### src/rtl/imm_pkg.sv
// Shared encodings, buffer depth and buffer entry layout for the immediate generator.
package imm_pkg;

    typedef enum logic [2:0] {
        I_TYPE    = 3'b000,
        S_TYPE    = 3'b001,
        B_TYPE    = 3'b010,
        JALR_TYPE = 3'b011,
        JAL_TYPE  = 3'b100,
        LUI_TYPE  = 3'b101,
        ZIMM_TYPE = 3'b110,
        RSVD_TYPE = 3'b111
    } imm_src_e;

    localparam int BUF_DEPTH = 2;

    // Entry fields are sized for the widest legal configuration; narrower
    // instances zero-extend on write and slice on read.
    localparam int IMM_MAX_W = 64;
    localparam int TAG_MAX_W = 32;

    typedef struct packed {
        logic [IMM_MAX_W-1:0] imm;
        logic [TAG_MAX_W-1:0] tag;
        logic                 err;
    } imm_entry_t;

endpackage

### src/rtl/imm_extend_comb.sv
// Combinational RISC-V immediate decoder, XLEN-wide, with illegal-format flag.
// Zimm decoding for ImmSrc=110 exists only when IMM_EXTEND_ZIMM_EN is defined.
module imm_extend_comb
    import imm_pkg::*;
#(
    parameter int XLEN = 32
) (
    input  logic [31:0]     instr,
    input  logic [2:0]      ImmSrc,
    output logic [XLEN-1:0] imm,
    output logic            err
);

    // Size casts of signed operands sign-extend, which covers every format
    // including U-type on RV64 without zero-width replications at XLEN=32.
    always_comb begin
        imm = XLEN'($signed(instr[31:20]));
        err = 1'b0;
        case (ImmSrc)
            I_TYPE, JALR_TYPE: imm = XLEN'($signed(instr[31:20]));
            S_TYPE:   imm = XLEN'($signed({instr[31:25], instr[11:7]}));
            B_TYPE:   imm = XLEN'($signed({instr[31], instr[7], instr[30:25],
                                           instr[11:8], 1'b0}));
            JAL_TYPE: imm = XLEN'($signed({instr[31], instr[19:12], instr[20],
                                           instr[30:21], 1'b0}));
            LUI_TYPE: imm = XLEN'($signed({instr[31:12], 12'b0}));
`ifdef IMM_EXTEND_ZIMM_EN
            ZIMM_TYPE: imm = XLEN'(instr[19:15]);
`endif
            default:  err = 1'b1;
        endcase
    end

endmodule

### src/rtl/imm_extend_pipe.sv
// Registered immediate generator feeding a 2-entry valid/ready buffer with flush.
// Optional Zimm format is enabled by defining IMM_EXTEND_ZIMM_EN.
module imm_extend_pipe
    import imm_pkg::*;
#(
    parameter int XLEN  = 32,
    parameter int TAG_W = 8
) (
    input  logic             clk,
    input  logic             rst_n,
    input  logic             flush,
    input  logic             in_valid,
    output logic             in_ready,
    input  logic [31:0]      instr,
    input  logic [2:0]       ImmSrc,
    input  logic [TAG_W-1:0] in_tag,
    output logic             out_valid,
    input  logic             out_ready,
    output logic [XLEN-1:0]  ImmExt,
    output logic [TAG_W-1:0] out_tag,
    output logic             imm_err
);

    logic [XLEN-1:0] new_imm;
    logic            new_err;

    imm_extend_comb #(.XLEN(XLEN)) u_comb (
        .instr  (instr),
        .ImmSrc (ImmSrc),
        .imm    (new_imm),
        .err    (new_err)
    );

    imm_entry_t mem [BUF_DEPTH];
    logic       head;
    logic       tail;
    logic [1:0] count;
    logic       push;
    logic       pop;

    assign in_ready  = (count < 2'(BUF_DEPTH));
    assign out_valid = (count != 2'd0);
    assign push      = in_valid & in_ready & ~flush;
    assign pop       = out_valid & out_ready & ~flush;

    always_ff @(posedge clk or negedge rst_n) begin
        if (!rst_n) begin
            count <= 2'd0;
            head  <= 1'b0;
            tail  <= 1'b0;
            for (int i = 0; i < BUF_DEPTH; i++) mem[i] <= '0;
        end else if (flush) begin
            count <= 2'd0;
            head  <= 1'b0;
            tail  <= 1'b0;
        end else begin
            if (push) begin
                mem[tail] <= '{imm: IMM_MAX_W'(new_imm),
                               tag: TAG_MAX_W'(in_tag),
                               err: new_err};
                tail      <= ~tail;
            end
            if (pop) head <= ~head;
            case ({push, pop})
                2'b10:   count <= count + 2'd1;
                2'b01:   count <= count - 2'd1;
                default: count <= count;
            endcase
        end
    end

    // Outputs read zero whenever the buffer is empty, so stale data never leaks.
    assign ImmExt  = out_valid ? mem[head].imm[XLEN-1:0]  : '0;
    assign out_tag = out_valid ? mem[head].tag[TAG_W-1:0] : '0;
    assign imm_err = out_valid & mem[head].err;

endmodule

### config.mk
export PLATFORM = sky130hd
export DESIGN_NAME = imm_extend_pipe
export DESIGN_NICKNAME = d
export VERILOG_FILES = /design/src/rtl/imm_pkg.sv /design/src/rtl/imm_extend_comb.sv /design/src/rtl/imm_extend_pipe.sv
export SDC_FILE = /design/constraint.sdc
export NUM_CORES = 1
export LEC_CHECK = 0
export BUFFER_PORTS_ARGS = -buffer_cell sky130_fd_sc_hd__buf_2
export CORE_MARGIN = 5
export CORE_UTILIZATION = 45
export CTS_CLUSTER_SIZE = 40
export DETAILED_ROUTE_END_ITERATION = 10
export MAX_ROUTING_LAYER = met4
export PLACE_DENSITY = 0.81
export SLEW_MARGIN = 20
export SYNTH_ARGS = -nofsm -noshare
export SYNTH_HDL_FRONTEND = slang
export SYNTH_SLANG_ARGS = --single-unit
### constraint.sdc
create_clock -name clk -period 1.5 [get_ports clk]
set_input_delay 0.3 -clock clk [delete_from_list [all_inputs] [get_ports clk]]
set_output_delay 0.3 -clock clk [all_outputs]
set_load 0.01 [all_outputs]
======== After elaboration in Yosys (flattened, before gate mapping) ========
Cells that the tools add are included.
word-level totals
  output and inout port bits .............. 43
  word-level logic and storage cells ...... 56
  input port bits ......................... 48
  flip-flop bits (word level) ............. 198
cells by class
  mux-type cells .......................... 16
  reductions and logical operators ........ 8
  add/sub/neg operators ................... 2
  equality and inequality tests ........... 7
  bitwise logic cells ..................... 10
  order comparisons ....................... 4
operators by type and width
  kind                                                      number
  2-to-1 mux 65 bit                                         3
  bitwise mux 194 bit                                       1
  one-hot mux 31 bit (4 select lines)                       1
  demux 97 bit (select 1 bit)                               1
  2-to-1 mux 97 bit                                         1
  2-to-1 mux 32 bit                                         1
  2-to-1 mux 8 bit                                          1
  equality test 3 x 2 -> 1 bit, second input constant       2
  equality test 3 bit, second input constant                2
  nonzero test 2 bit                                        3
  OR reduction 6 bit                                        1
  bitwise AND 1 bit                                         5
  2-to-1 mux 1 bit                                          5
  greater-or-equal comparator 2 bit, second input constant  2
  inverter 1 -> 2 bit                                       2
  one-hot mux 2 bit (2 select lines)                        1
  equality test 3 x 1 -> 1 bit, second input constant       1
  zero test 3 bit                                           1
  inverter 1 bit                                            3
  nonzero test 3 bit                                        1
  adder 2 x 1 -> 2 bit, second input constant               1
  equality test 2 x 1 -> 1 bit, second input constant       1
  equality test 2 bit, second input constant                1
  < comparator 2 x 1 -> 1 bit, second input constant        1
  other kinds (5)                                           5

======== Logic depth before layout (Yosys ltp) ========
  depth after elaboration ................. 6
  gate-level depth with buffers ........... 6
  depth with buffers taken out ............ 3

======== Hierarchy ========
Synthesis repeated with hierarchy kept, for this count alone.
second synthesis, totals
  cell total of the unflattened synthesis .. 351
  area, all modules ....................... 4322.9 µm²
by module, submodules not included
  module           seq. area each (µm²)  times used  area each (µm²)  cells an instance
  imm_extend_pipe  2152.1                1           3886.2           286
  imm_extend_comb  0.0                   1           436.7            65

======== Worst setup path after synthesis ========
OpenSTA, ideal clock, no wires.
  path kind ............................... in2reg
  from .................................... input port flush
  to ...................................... register mem[131] (netlist bit)
  buffers on the path ..................... 3
  data arrival time ....................... 1.411 ns
  cell stages on the path ................. 5
  data required time ...................... 1.408 ns
  library setup time ...................... 0.092 ns
  setup slack ............................. -0.003 ns
  path through ............................ buf_6 or4b_1 buf_2 buf_6 o31ai_2
on the way
  longest elaborated chain between the ends .. 3
RTL lines
  what                                    line                   source
  start, declared                         imm_extend_pipe.sv:11  input logic flush,
  inverter 1 bit (no source line) *       n/a
  bitwise AND 1 bit                       imm_extend_pipe.sv:43  assign push = in_valid & in_ready & ~flush;
  AND reduction 2 bit (no source line) *  n/a
  end signal, assigned by index           imm_extend_pipe.sv:58  mem[tail] <= '{imm: IMM_MAX_W'(new_imm),
  end, declared                           imm_extend_pipe.sv:34  imm_entry_t mem [BUF_DEPTH];
Every way passes the cells marked *; elsewhere a longest branch is shown, timed or not.
A chain may end at the register's enable or synchronous reset.

======== Worst setup path in the final report ========
  from .................................... register head
  to ...................................... output port ImmExt[27]
on the way
  longest elaborated chain between the ends .. 5
RTL lines
  what                                       line                   source
  start, declared                            imm_extend_pipe.sv:35  logic head;
  start signal, assigned                     imm_extend_pipe.sv:63  if (pop) head <= ~head;
  inverter 1 -> 2 bit (implied by the code)  imm_extend_pipe.sv:73  assign ImmExt = out_valid ? mem[head].imm[XLEN-1:0] : '0;
  2-to-1 mux 65 bit (3 in series)            n/a
  2-to-1 mux 32 bit                          imm_extend_pipe.sv:73
  end, declared                              imm_extend_pipe.sv:19  output logic [XLEN-1:0] ImmExt,
Every way passes these cells. The select of a mux whose other input is x is not followed.

==> out/summary.md <==
Clock latency on the worst-skew pair, taken at its later pin, is 370 ps. Averaged over all synthesized cells, the footprint is 9.13 sq um. Portion of netlist area occupied by mux cells: 0.143. Across the whole layout, storage elements account for 2150 sq um. The xor and xnor fraction of the mapped netlist area is 0.00408. The count of pins on the block boundary was 91; the layout cell share with drive strength beyond 1 was 0.442. The die width was 108 um. Setup repair after global routing could not meet its margin everywhere. For the post-layout worst setup margin, the log shows -442 ps.

The library cell used most frequently in the layout, excluding fill and tap cells, is sky130_fd_sc_hd__dfrtp_1. The count of nets left with antenna violations after detail routing is 0. TritonCTS built the clock tree.

The fraction of met3 tracks used by global routing came out at 0.0498. The clock tree root driver cell was sky130_fd_sc_hd__clkbuf_8. The fmax is 515 MHz, and the fraction of the cycle the final worst path needs is 1.29. The peak-usage layer in the global routing report was met2.

Clock skew on the completed layout was measured at 11.4 ps. For the via count, the log shows 4679. The synthesized design spends more area on one cell type than any other, namely sky130_fd_sc_hd__dfrtp_1.

The total global-route track usage is 0.285. After routing the design area is 6500 sq um. For the core utilization of the finished layout, the log shows 0.700. The run finished, with violations left.

The type of element launching the critical path was a flip-flop. Compared with the post-synthesis result, the final layout area differs by 51.5%. Global-route wire length before repair: 24700 um. Clock power share: 0.223. The switching part of the total power was 0.377. The tightest min-delay check is of the in2reg type. After filler insertion, the fill cell instance count of the layout stands at 549.

Relative contribution of sequential cells to total power: 0.439. The logic gate share of total power is 0.338, and the final RePlAce weighted congestion is 0.830. The proportion of synthesized chip area in sequential cells was 0.501. The row count was 35; the initial antenna violation count was 2. During placement, the flow inserted port buffers numbering 83.

The logs give 0 for the total count of hold-check failures in the final report and 87 for the largest net degree at the start of global routing. Dividing the detail-routed wire length by the instance count gives 26.3 um. The final max-slew violation count came out at 0. After synthesis, the cell types taking the most area are sky130_fd_sc_hd__dfrtp_1 (50%), sky130_fd_sc_hd__mux2i_1 (14%), sky130_fd_sc_hd__nand2_1 (11%). Clock tree synthesis found a total of 86 sinks. At the end of the flow, the number of nets in the layout was 631. Leaving out fill and tap cells, the most frequent cells in the layout are sky130_fd_sc_hd__dfrtp_1 (85), sky130_fd_sc_hd__buf_2 (80), sky130_fd_sc_hd__nand2_1 (73), sky130_fd_sc_hd__mux2i_1 (55), sky130_fd_sc_hd__nor2_1 (42). The tools report the remaining global-route overflow as 0. The relative slew slack is 0.283, and the static power due to leakage is 3.06 nW. The power density normalized to cell area works out to 1220 nW/um^2. The checks that failed: setup timing. The tools report the met1 track utilization from global routing as 0.346. After clock tree synthesis, the clock-pin slew on the worst setup and hold paths is 100 ps. The worst setup path is captured at an output pin. The tools report the design internal power as 4.93 mW. The effective utilization at floorplan was 0.462.

The post-synthesis cell area is 4290 sq um. The met2 usage in global routing came out at 0.452. For this run, the detailed router's first-pass iteration total came to 5. The remaining routing DRC violations is 0. The overall die area was 11600 sq um; the total wirelength of the detailed-routed design was 18900 um. The number of nets in the synthesized netlist is 518. The number of different library cells used by synthesis comes to 33.

Counting along the longest clock path gives a buffer depth of 2. Subtracting the final worst setup slack from the clock period gives 1940 ps. The area of the core region is 9280 sq um.

For the reported net switching power, the log shows 2.99 mW. Setup total negative slack on the finished layout was measured at -22650 ps. Critical path start-end classification: reg2out. After detailed placement, the total cell area comes to 5010 sq um. The tool flagged a number of max-cap violations equal to 0. In this run the worst path has a maximum fanout of 18. The wire-length estimate of the detail-placed layout is 7240 um. For this run, the number of Yosys warnings is 0.

The critical path required time is 1200 ps, and the gate count of the mapped netlist is 470. Adder-cell area share of the yosys netlist: 0. The height of the die is 108 um, and the TritonCTS buffer count is 9. STA puts the critical path data arrival time at 1640 ps.

The measured slew at the worst slew-check pin works out to 1060 ps. In the routed layout, each cell is associated on average with a via count of 6.50. For the register-to-register setup slack, the log shows -280 ps. The synthesized design contains 86 register bits. The number of global-route vias before repair was 4519; the total of endpoints with negative setup slack in the final report was 113. The largest family of logic cells by synthesized area was simple AND/OR/NAND/NOR gates. The run gives 3 as the number of H-tree levels. The complex-gate fraction of the synthesized area was 0.117; the worst supply voltage drop on vdd was 593 uV. Share of the synthesized area in the top cell type: 0.501. DRC marker count from the first detailed-route iteration: 662. The area share of and/or/nand/nor cells after synthesis came out at 0.188. In the final layout, the multi-input gates occupy 2460 sq um.
-- state kept, by name, summed over array words and instances (netlist names) --
register / flops
mem: 82
head: 1
tail: 1
count: 2
-- final cells by class --
cell class,count,area share
Antenna cell,3,0.00115
Clock buffer,9,0.0190
Clock inverter,7,0.0121
Inverter,7,0.00404
Multi-Input combinational cell,339,0.379
Sequential cell,86,0.331
Tap cell,129,0.0248
Timing Repair Buffer,140,0.229
-- synth_stat cells, drive strengths merged --
cell type and n:
buf 15, o311a 4, xnor2 1, or4b 1, inv 7, nor4b 1, nand3b 1, o211a 1
nor2 49, nand2b 1, nor4bb 4, nor3b 1, a21oi 4, a2bb2oi 1, o31ai 8, o21ai 61
dfrtp 86, nor4 1, clkbuf 23, o21a 1, nand2 123, nand4bb 1, a221oi 1, a311oi 3
nor2b 7, nor3 1, mux2i 60, mux2 1, and3b 1, xor2 1
-- per-stage QoR --
stage	worst slack [ps]	hold WS [ps]	cells	total power, mW
2_1_floorplan	9.81	4.41	470	4.23
3_3_place_gp	-178	363	667	4.76
3_5_place_dp	-216	369	667	4.88
4_1_cts	-286	131	714	7.12
5_1_grt	-444	156	720	8.18
6_report	-442	139	720	7.92
-- routing by layer --
layer  part of all wire  vias up
met4              0.084        0
li1                   -     1823
met3               0.11      161
met1               0.35     2219
met2               0.45      476
met5                  0        -
-- final timing paths --
kind / startpoint / cells after the start / to
setup / recovery: head / 4 / ImmExt[27]
hold / removal: in_tag[0] / 3 / mem[1]
setup reg to reg: count[1] / 6 / mem[154]
hold reg to reg: mem[54] / 2 / mem[54]
max in group asynchronous: rst_n / 3 / mem[152]
min in group asynchronous: rst_n / 3 / mem[101]
-- power groups by stage --
| stage | sequential, mW | clock, mW | combinational [mW] |
|---|---|---|---|
| after global routing | 3.52 | 1.83 | 2.82 |
| final | 3.48 | 1.77 | 2.68 |
| after detailed placement | 3.27 | 0 | 1.61 |
| after floorplan | 3.18 | 0 | 1.05 |
| after global placement | 3.22 | 0 | 1.54 |
| after CTS | 3.29 | 1.67 | 2.15 |
-- cells by family after synthesis --
| family | count (synthesis) |
|---|---|
| xor gates and xnor gates | 2 |
| buffers and inverters | 45 |
| and+or+nand+nor | 192 |
| DFF | 86 |
| AOI/OAI and AO/OA | 84 |
| muxes | 61 |
-- worst max-delay path, cell delays in order (launching register included) --
cell,delay (ps)
sky130_fd_sc_hd__dfrtp_2,500
sky130_fd_sc_hd__buf_12,230
sky130_fd_sc_hd__mux2i_1,300
sky130_fd_sc_hd__nor2_1,90
sky130_fd_sc_hd__buf_2,150
-- what timing repair did --
| action | 4_1_cts | 5_1_grt |
|---|---|---|
| setup buffers | 12 | 3 |
| pin swaps | 47 | 22 |
| gates cloned | 18 | 6 |
| endpoints found under the hold margin | 67 | 0 |
| resized for setup | 118 | 98 |
| hold buffers | 1 | 0 |
| setup endpoints to repair | 83 | 117 |
No activity file was read; power rests on OpenSTA's default activity.
